### config.mk
export PLATFORM = sky130hd
export DESIGN_NAME = seq_detect_param
export DESIGN_NICKNAME = d
export VERILOG_FILES = /design/src/rtl/seq_detect_pkg.sv /design/src/rtl/seq_detect_cfg.sv /design/src/rtl/seq_detect_param.sv
export SDC_FILE = /design/constraint.sdc
export NUM_CORES = 1
export LEC_CHECK = 0
export ABC_AREA = 1
export CAP_MARGIN = 20
export CORE_ASPECT_RATIO = 0.9
export CORE_MARGIN = 4
export CORE_UTILIZATION = 36
export DETAILED_ROUTE_END_ITERATION = 10
export GPL_TIMING_DRIVEN = 1
export PLACE_DENSITY_LB_ADDON = 0.15
export SLEW_MARGIN = 20
export SYNTH_ARGS = -nofsm -noshare
export SYNTH_HDL_FRONTEND = slang
export SYNTH_SLANG_ARGS = --single-unit
### constraint.sdc
create_clock -name clk -period 2.1 [get_ports clk]
set_clock_uncertainty 0.15 [all_clocks]
set_input_delay 0.63 -clock clk [delete_from_list [all_inputs] [get_ports clk]]
set_output_delay 0.63 -clock clk [all_outputs]
set_load 0.01 [all_outputs]
### src/rtl/seq_detect_pkg.sv
// Shared constants and helpers for the seq_detect_param serial pattern detector.
package seq_detect_pkg;

  localparam int unsigned MASK_W      = 32;
  localparam logic [7:0]  DEF_PATTERN = 8'b0001_1011;
  localparam int unsigned DEF_LEN     = 5;
  localparam bit          DEF_OVERLAP = 1'b0;
  localparam logic [31:0] CNT_SAT_ALL = '1;

  function automatic logic [MASK_W-1:0] len_mask(input int unsigned len);
    logic [MASK_W-1:0] m;
    m = '0;
    for (int unsigned i = 0; i < MASK_W; i++) begin
      m[i] = (i < len);
    end
    return m;
  endfunction

endpackage

### src/rtl/seq_detect_cfg.sv
// Configuration registers for seq_detect_param: legality check, sticky error
// flag, and a clear pulse to the datapath on every accepted load.
module seq_detect_cfg #(
  parameter int unsigned       MAX_W       = 8,
  parameter int unsigned       LEN_W       = $clog2(MAX_W + 1),
  parameter logic [MAX_W-1:0]  DEF_PATTERN = seq_detect_pkg::DEF_PATTERN,
  parameter int unsigned       DEF_LEN     = seq_detect_pkg::DEF_LEN,
  parameter bit                DEF_OVERLAP = seq_detect_pkg::DEF_OVERLAP
) (
  input  logic             clk_i,
  input  logic             rst_ni,
  input  logic             load_i,
  input  logic [MAX_W-1:0] pattern_i,
  input  logic [LEN_W-1:0] len_i,
  input  logic             overlap_i,
  output logic [MAX_W-1:0] pattern_o,
  output logic [LEN_W-1:0] len_o,
  output logic             overlap_o,
  output logic             clear_o,
  output logic             err_o
);

  localparam logic [LEN_W-1:0] LEN_MAX   = LEN_W'(MAX_W);
  localparam logic [LEN_W-1:0] LEN_RESET = LEN_W'(DEF_LEN);

  logic [MAX_W-1:0] pattern_q, pattern_d;
  logic [LEN_W-1:0] len_q, len_d;
  logic             overlap_q, overlap_d;
  logic             err_q, err_d;
  logic             legal;

  assign legal   = (len_i != '0) && (len_i <= LEN_MAX);
  assign clear_o = load_i & legal;

  always_comb begin
    pattern_d = pattern_q;
    len_d     = len_q;
    overlap_d = overlap_q;
    err_d     = err_q;
    if (load_i) begin
      if (legal) begin
        pattern_d = pattern_i;
        len_d     = len_i;
        overlap_d = overlap_i;
        err_d     = 1'b0;
      end else begin
        err_d     = 1'b1;
      end
    end
  end

  always_ff @(posedge clk_i or negedge rst_ni) begin
    if (!rst_ni) begin
      pattern_q <= DEF_PATTERN;
      len_q     <= LEN_RESET;
      overlap_q <= DEF_OVERLAP;
      err_q     <= 1'b0;
    end else begin
      pattern_q <= pattern_d;
      len_q     <= len_d;
      overlap_q <= overlap_d;
      err_q     <= err_d;
    end
  end

  assign pattern_o = pattern_q;
  assign len_o     = len_q;
  assign overlap_o = overlap_q;
  assign err_o     = err_q;

endmodule

### src/rtl/seq_detect_param.sv
// Runtime-programmable Mealy serial pattern detector with saturating match counter.
// Define SEQ_DETECT_MATCH_REG_EN to register the match output (one cycle later).
module seq_detect_param #(
  parameter int unsigned       MAX_W       = 8,
  parameter int unsigned       LEN_W       = $clog2(MAX_W + 1),
  parameter int unsigned       CNT_W       = 8,
  parameter logic [MAX_W-1:0]  DEF_PATTERN = seq_detect_pkg::DEF_PATTERN,
  parameter int unsigned       DEF_LEN     = seq_detect_pkg::DEF_LEN,
  parameter bit                DEF_OVERLAP = seq_detect_pkg::DEF_OVERLAP
) (
  input  logic             clk,
  input  logic             rst,
  input  logic             in_valid,
  input  logic             in,
  input  logic             cfg_load,
  input  logic [MAX_W-1:0] cfg_pattern,
  input  logic [LEN_W-1:0] cfg_len,
  input  logic             cfg_overlap,
  output logic             match,
  output logic [CNT_W-1:0] match_cnt,
  output logic             cfg_err
);

  import seq_detect_pkg::*;

  localparam logic [CNT_W-1:0] CNT_SAT  = CNT_W'(CNT_SAT_ALL);
  localparam logic [LEN_W-1:0] FILL_MAX = LEN_W'(MAX_W);

  logic [MAX_W-1:0] pattern;
  logic [LEN_W-1:0] len;
  logic             overlap;
  logic             clear;

  seq_detect_cfg #(
    .MAX_W       (MAX_W),
    .LEN_W       (LEN_W),
    .DEF_PATTERN (DEF_PATTERN),
    .DEF_LEN     (DEF_LEN),
    .DEF_OVERLAP (DEF_OVERLAP)
  ) u_cfg (
    .clk_i     (clk),
    .rst_ni    (rst),
    .load_i    (cfg_load),
    .pattern_i (cfg_pattern),
    .len_i     (cfg_len),
    .overlap_i (cfg_overlap),
    .pattern_o (pattern),
    .len_o     (len),
    .overlap_o (overlap),
    .clear_o   (clear),
    .err_o     (cfg_err)
  );

  // The oldest history bit never reaches the candidate window, so only MAX_W-1 are kept.
  logic [MAX_W-2:0] hist_q, hist_d;
  logic [LEN_W-1:0] fill_q, fill_d;
  logic [CNT_W-1:0] cnt_q, cnt_d;
  logic [MAX_W-1:0] cand;
  logic [MAX_W-1:0] mask;
  logic             accept;
  logic             match_c;

  assign accept  = in_valid & ~cfg_load;
  assign cand    = {hist_q, in};
  assign mask    = MAX_W'(len_mask(32'(len)));
  assign match_c = accept
                 & (({1'b0, fill_q} + 1'b1) >= {1'b0, len})
                 & ((cand & mask) == (pattern & mask));

  always_comb begin
    hist_d = hist_q;
    fill_d = fill_q;
    cnt_d  = cnt_q;
    if (clear) begin
      hist_d = '0;
      fill_d = '0;
    end else if (accept) begin
      hist_d = cand[MAX_W-2:0];
      if (match_c && !overlap) begin
        fill_d = '0;
      end else if (fill_q != FILL_MAX) begin
        fill_d = fill_q + 1'b1;
      end
    end
    if (match_c && (cnt_q != CNT_SAT)) begin
      cnt_d = cnt_q + 1'b1;
    end
  end

  always_ff @(posedge clk or negedge rst) begin
    if (!rst) begin
      hist_q <= '0;
      fill_q <= '0;
      cnt_q  <= '0;
    end else begin
      hist_q <= hist_d;
      fill_q <= fill_d;
      cnt_q  <= cnt_d;
    end
  end

  assign match_cnt = cnt_q;

`ifdef SEQ_DETECT_MATCH_REG_EN
  logic match_q;

  always_ff @(posedge clk or negedge rst) begin
    if (!rst) begin
      match_q <= 1'b0;
    end else begin
      match_q <= match_c;
    end
  end

  assign match = match_q;
`else
  assign match = match_c;
`endif

endmodule

* Word-level counts from Yosys, hierarchy flattened
Cells that the tools add are included.
Operators by class: $add $sub $neg 3, order comparisons 10, eq/ne operators 3, mux-type cells 7, bitwise gates (word level) 7, reduce and logical (&&, ||, !) cells 9
Operators by type and width (count):
- AND 8 bit | 2
- less-than comparator 3 x 4 -> 1 bit (first input constant) | 4
- two-way mux 4 bit | 4
- two-way mux 7 bit | 2
- adder 8 x 1 -> 8 bit (second input constant) | 1
- equality test 8 bit | 1
- less-than comparator 1 x 4 -> 1 bit (first input constant) | 2
- less-than comparator 2 x 4 -> 1 bit (first input constant) | 2
- inequality test 8 bit (second input constant) | 1
- adder 4 x 1 -> 5 bit (second input constant) | 1
- greater-or-equal comparator 5 x 4 -> 1 bit | 1
- adder 4 x 1 -> 4 bit (second input constant) | 1
- AND 1 bit | 4
- less-or-equal comparator 4 bit (second input constant) | 1
- inequality test 4 bit (second input constant) | 1
- AND reduction 2 bit | 2
- nonzero test 4 bit | 1
- logical AND 1 bit | 3
- nonzero test 3 bit | 1
- nonzero test 2 bit | 1
- logical NOT 1 bit | 1
- two-way mux 1 bit | 1
- inverter 1 bit | 1
Storage, ports and cells: flip-flop bits (word level) 33, word-level logic and storage cells 46

* Logic depth before layout (Yosys ltp)
word-level depth 8, gate-level depth with buffers 14, mapped depth without buffers 14

* Modules after synthesis
Synthesis repeated with hierarchy kept, for this count alone.
Second synthesis, totals: cells, all modules 256, area, all modules 1986.9 µm²
Modules (own cells, without submodules):
- seq_detect_param | times used 1, cells an instance 188, area each 1330.0 µm², sequential area each 475.5 µm²
- seq_detect_cfg | times used 1, cells an instance 68, area each 656.9 µm², sequential area each 357.8 µm²

* Worst setup path before layout
OpenSTA, ideal clock, no wires.
path kind reg-to-output, start reg fill_q[0], end out match, data arrival time 1.506 ns, path slack -0.186 ns, stages on the path, launching flop included 10, path buffers 0, cells stage by stage dfrtp_1 ha_1 xor2_1 ha_1 nand2_1 inv_1 nand2_1 nand2_1 nand2_2 nor2_8
Between the ends: cells in the longest elaborated chain, start to end 4
Ends and longest elaborated chain:
- from (decl) | line seq_detect_param.sv:56 | logic [LEN_W-1:0] fill_q, fill_d;
- from (signal assigned) | line seq_detect_param.sv:97 | fill_q <= fill_d;
- adder 4 x 1 -> 5 bit | line seq_detect_param.sv:67 | & (({1'b0, fill_q} + 1'b1) >= {1'b0, len})
- greater-or-equal comparator 5 x 4 -> 1 bit | line seq_detect_param.sv:67
- AND 1 bit | line seq_detect_param.sv:67
- AND 1 bit | line seq_detect_param.sv:68 | & ((cand & mask) == (pattern & mask));
- to (decl) | line seq_detect_param.sv:19 | output logic match,
No other way between the ends.

* Worst setup path in the final report
Same ends and word-level chain as after synthesis.

==> metrics.md <==
| Metric | Value |
|---|---|
| Fmax | ~0.37 GHz |
| Tcrit/Tclk final | 1.30 |
| Yosys top cell by area | dfrtp_1 |
| Register-to-register setup slack | -0.51 ns |
| Final count of negative-setup-slack endpoints | 13 |
| Die X | 83.5 µm |
| CTS buffer count | 5 |
| Placer Congestion | 0.764 |
| Final WS setup | -0.626 ns |
| R2R Path End | match_cnt[2] |
| Clock transition at the registers of the reported paths | 0.08 ns |
| Worst-Margin Slew | ~0.56 ns |
| Placeable Area | 4890 µm² |
| Hold buffer count at CTS | 0 |
| Slowest stage delay, CP | 0.46 ns |
| Total track usage | 0.140 |
| Flop pwr share | 0.369 |
| RR Startpoint | fill_q[0] |
| Row cnt | 24 |
| Placed Cells | 360 |
| CTS tree | done |
| Via density | roughly 4.4 |
| Final net count | 336 |
| Leak | 0.00140 µW |
| Commonest non-fill, non-tap cell in the layout | nand2_1 |
| Sequential element share of the synthesized area | 0.451 |
| Crit path capture type | primary output |
| Worst skew pair latency | 0.29 ns |
| Routed len/inst | 11.7 µm |
| Sw frac | 0.365 |
| Clock power frac | 0.202 |
| CP max-delay cell | dfrtp_2 |
| DRT Pass-1 Iters | 4 |
| Post-synthesis xor/xnor area fraction | 0.0508 |
| Post-synthesis cell area | 1850 µm² |
| Number of cells on the worst reg-to-reg path | 17 |
| Failing checks | negative setup slack |
| Initial antenna violation count | 0 |
| Drt drc | 0 |
| Pin count of the biggest net entering global routing | 34 |
| WP data required | 1.32 ns |
| Mux cell area share after synthesis | 0 |
| Routed wire length | 4410 µm |
| Max Fanout on Critical Path | 4 |
| Switching pwr | between 800 and 900 µW |
| Vias in the first global route | 1549 |
| Share of cells above drive strength 1 | 0.314 |
| Register bit total from synthesis | 33 |
| Area Overhead vs Synth | 52.1% |
| Area contributors post-synth | dfrtp_1, nand2_1, dfstp_2, inv_1, ha_1 |
| Peak VDD IR | 653 µV |
| Depth of the worst hold-timing path | 2 |
| Power share of the combinational group | 0.430 |
| Maximum root-to-sink buffer count | 2 |
| Die area | around 6300 µm² |
| Post-synthesis simple-gate area fraction | 0.311 |
| DP Worst Slack | -0.924 ns |
| # IOs | 28 |
| Pint | 1500 µW |
| Path category of the worst min-delay check | reg -> reg |
| Commonest non-fill, non-tap cells in the layout | nand2_1, buf_4, inv_1, clkdlybuf4s50_1, dfrtp_1 |
| Worst hold start | u_cfg.len_o[0] |
| Synthesized Nets | 262 |
| CTS HTree Levels | 2 |
| Dpl hpwl | approximately 3000 µm |
| Status | finished with violations |
| First-pass GRT wire length | 7160 µm |
| Worst path cell trace | ha_4, xor2_2, ha_2, nand2_2, inv_2, nand2_1, nand2_1, nand2_2, nor2_8, buf_6 |
| Starting DRT DRC Count | 45 |
| Layout Cells excl Fill | around 380 |
| I/O Buffers | 27 |
| Worst setup SP type | flip-flop |
| Setup CP Type | reg -> out |
| Post-Synth Adder-Cell Area | 0.0474 |
| Share of Yosys cell area claimed by the top area cell type | 0.366 |
| Synth warn | 0 |
| Clk root buf | clkbuf_8 |
| PwrDens | 840 nW/µm² |
| DRT antenna net count | 0 |
| Fin. max-slew vios | 0 |
| Crit path DAT | 1.95 ns |
| Synth Area in Compound Gates | 0.0562 |
| GRT overflow | 0 |
| Max-cap violations | 0 |
| Hold Path End | u_cfg.len_o[0] |
| Layout fillers | 454 |
| Critical Path Source | fill_q[0] |
| Vias | 1665 |
| Synth cell types | 24 |
| Die H | 76.0 µm |
| RSZ-0062 raised after global routing | yes |
| Main combinational cell family by area after synthesis | simple AND/OR/NAND/NOR gates |
| Starting Density | 0.378 |
| Post-Syn Instances | ~240 |
| WHS | 0.345 ns |
| Clock sink total | 33 |
| Post-layout min period | 2.73 ns |
| N_diodes | 0 |
| Final Hold Vio Count | 0 |
| Worst relative slew slack | 0.627 |
| Syn_area_per_cell | about 7.8 µm² |
-- synth_stat cells, drive strengths merged --
cell and count:
a21oi 1, and2 1, buf 1, clkbuf 3, dfrtp 27, dfstp 6, ha 7, inv 37
nand2 89, nand3 14, nand4 6, nor2 16, nor3 2, o21ai 11, o22ai 7, xnor2 3
xor2 6
-- per-stage QoR --
step	area, µm²	TNS [ns]	power (µW)	util
floorplan	1850	-0.107	1320	-
global placement	2460	-5.87	1650	0.503
detailed placement	2460	-6.19	1660	0.503
CTS	2590	-1.69	2180	0.529
global route	2810	-7.43	2540	0.574
finish	2810	-6.26	2360	0.574
-- layout make-up --
type,count,area (µm²),area share
multi-input cells,163,1010,0.360
flip-flops and latches,33,838,0.298
repair buffers,71,654,0.233
inverters,37,139,0.0494
well taps,65,81.3,0.0289
clock buffers,5,68.8,0.0245
clock inverters,3,17.5,0.00623
-- critical path: cells and delay by family, from the launching register on --
family	cells	cell delay [ns]
flip-flops	1	0.46
adder cells (fa/ha/maj)	2	0.51
AND/OR/NAND/NOR	5	0.35
XOR/XNOR	1	0.18
buffers and inverters	2	0.15
-- worst max path at each step --
stage                  to
finish              match
global route        match
CTS                 match
detailed placement  match
global placement    match
floorplan           match
-- flip-flops by register name, summed over array words and instances (netlist names) --
name,flops
u_cfg.overlap_o,1
hist_q,7
match_cnt,8
fill_q,4
u_cfg.err_o,1
u_cfg.len_o,4
u_cfg.pattern_o,8
-- power groups by stage --
stage	sequential, µW	clock [µW]	combinational, µW
floorplan	865	0	455
global placement	856	0	793
detailed placement	858	0	801
CTS	850	492	836
global route	891	518	1130
finish	870	476	1010
-- routing by layer --
metal,GRT usage,vias to the layer above,part of all wire
met1,0.197,748,0.49
li1,-,886,-
met3,0.0335,9,0.027
met2,0.208,22,0.46
met5,0,-,0
met4,0.0531,0,0.021
-- repair_timing --
item                                    in CTS  in global routing
endpoints found under the setup margin      14                 16
pin swaps                                    5                 16
buffers inserted                             2                  7
cloned                                       0                  0
gates resized for setup                     11                 34
-- cells by family (layout without fill, tap and decap cells) --
group           Yosys count  in the layout
fa+ha+maj                 7              7
xor+xnor                  9              9
buf+inv                  41            116
compound gates           19             19
simple gates            128            128
flops                    33             33
No activity file was read; power rests on OpenSTA's default activity.
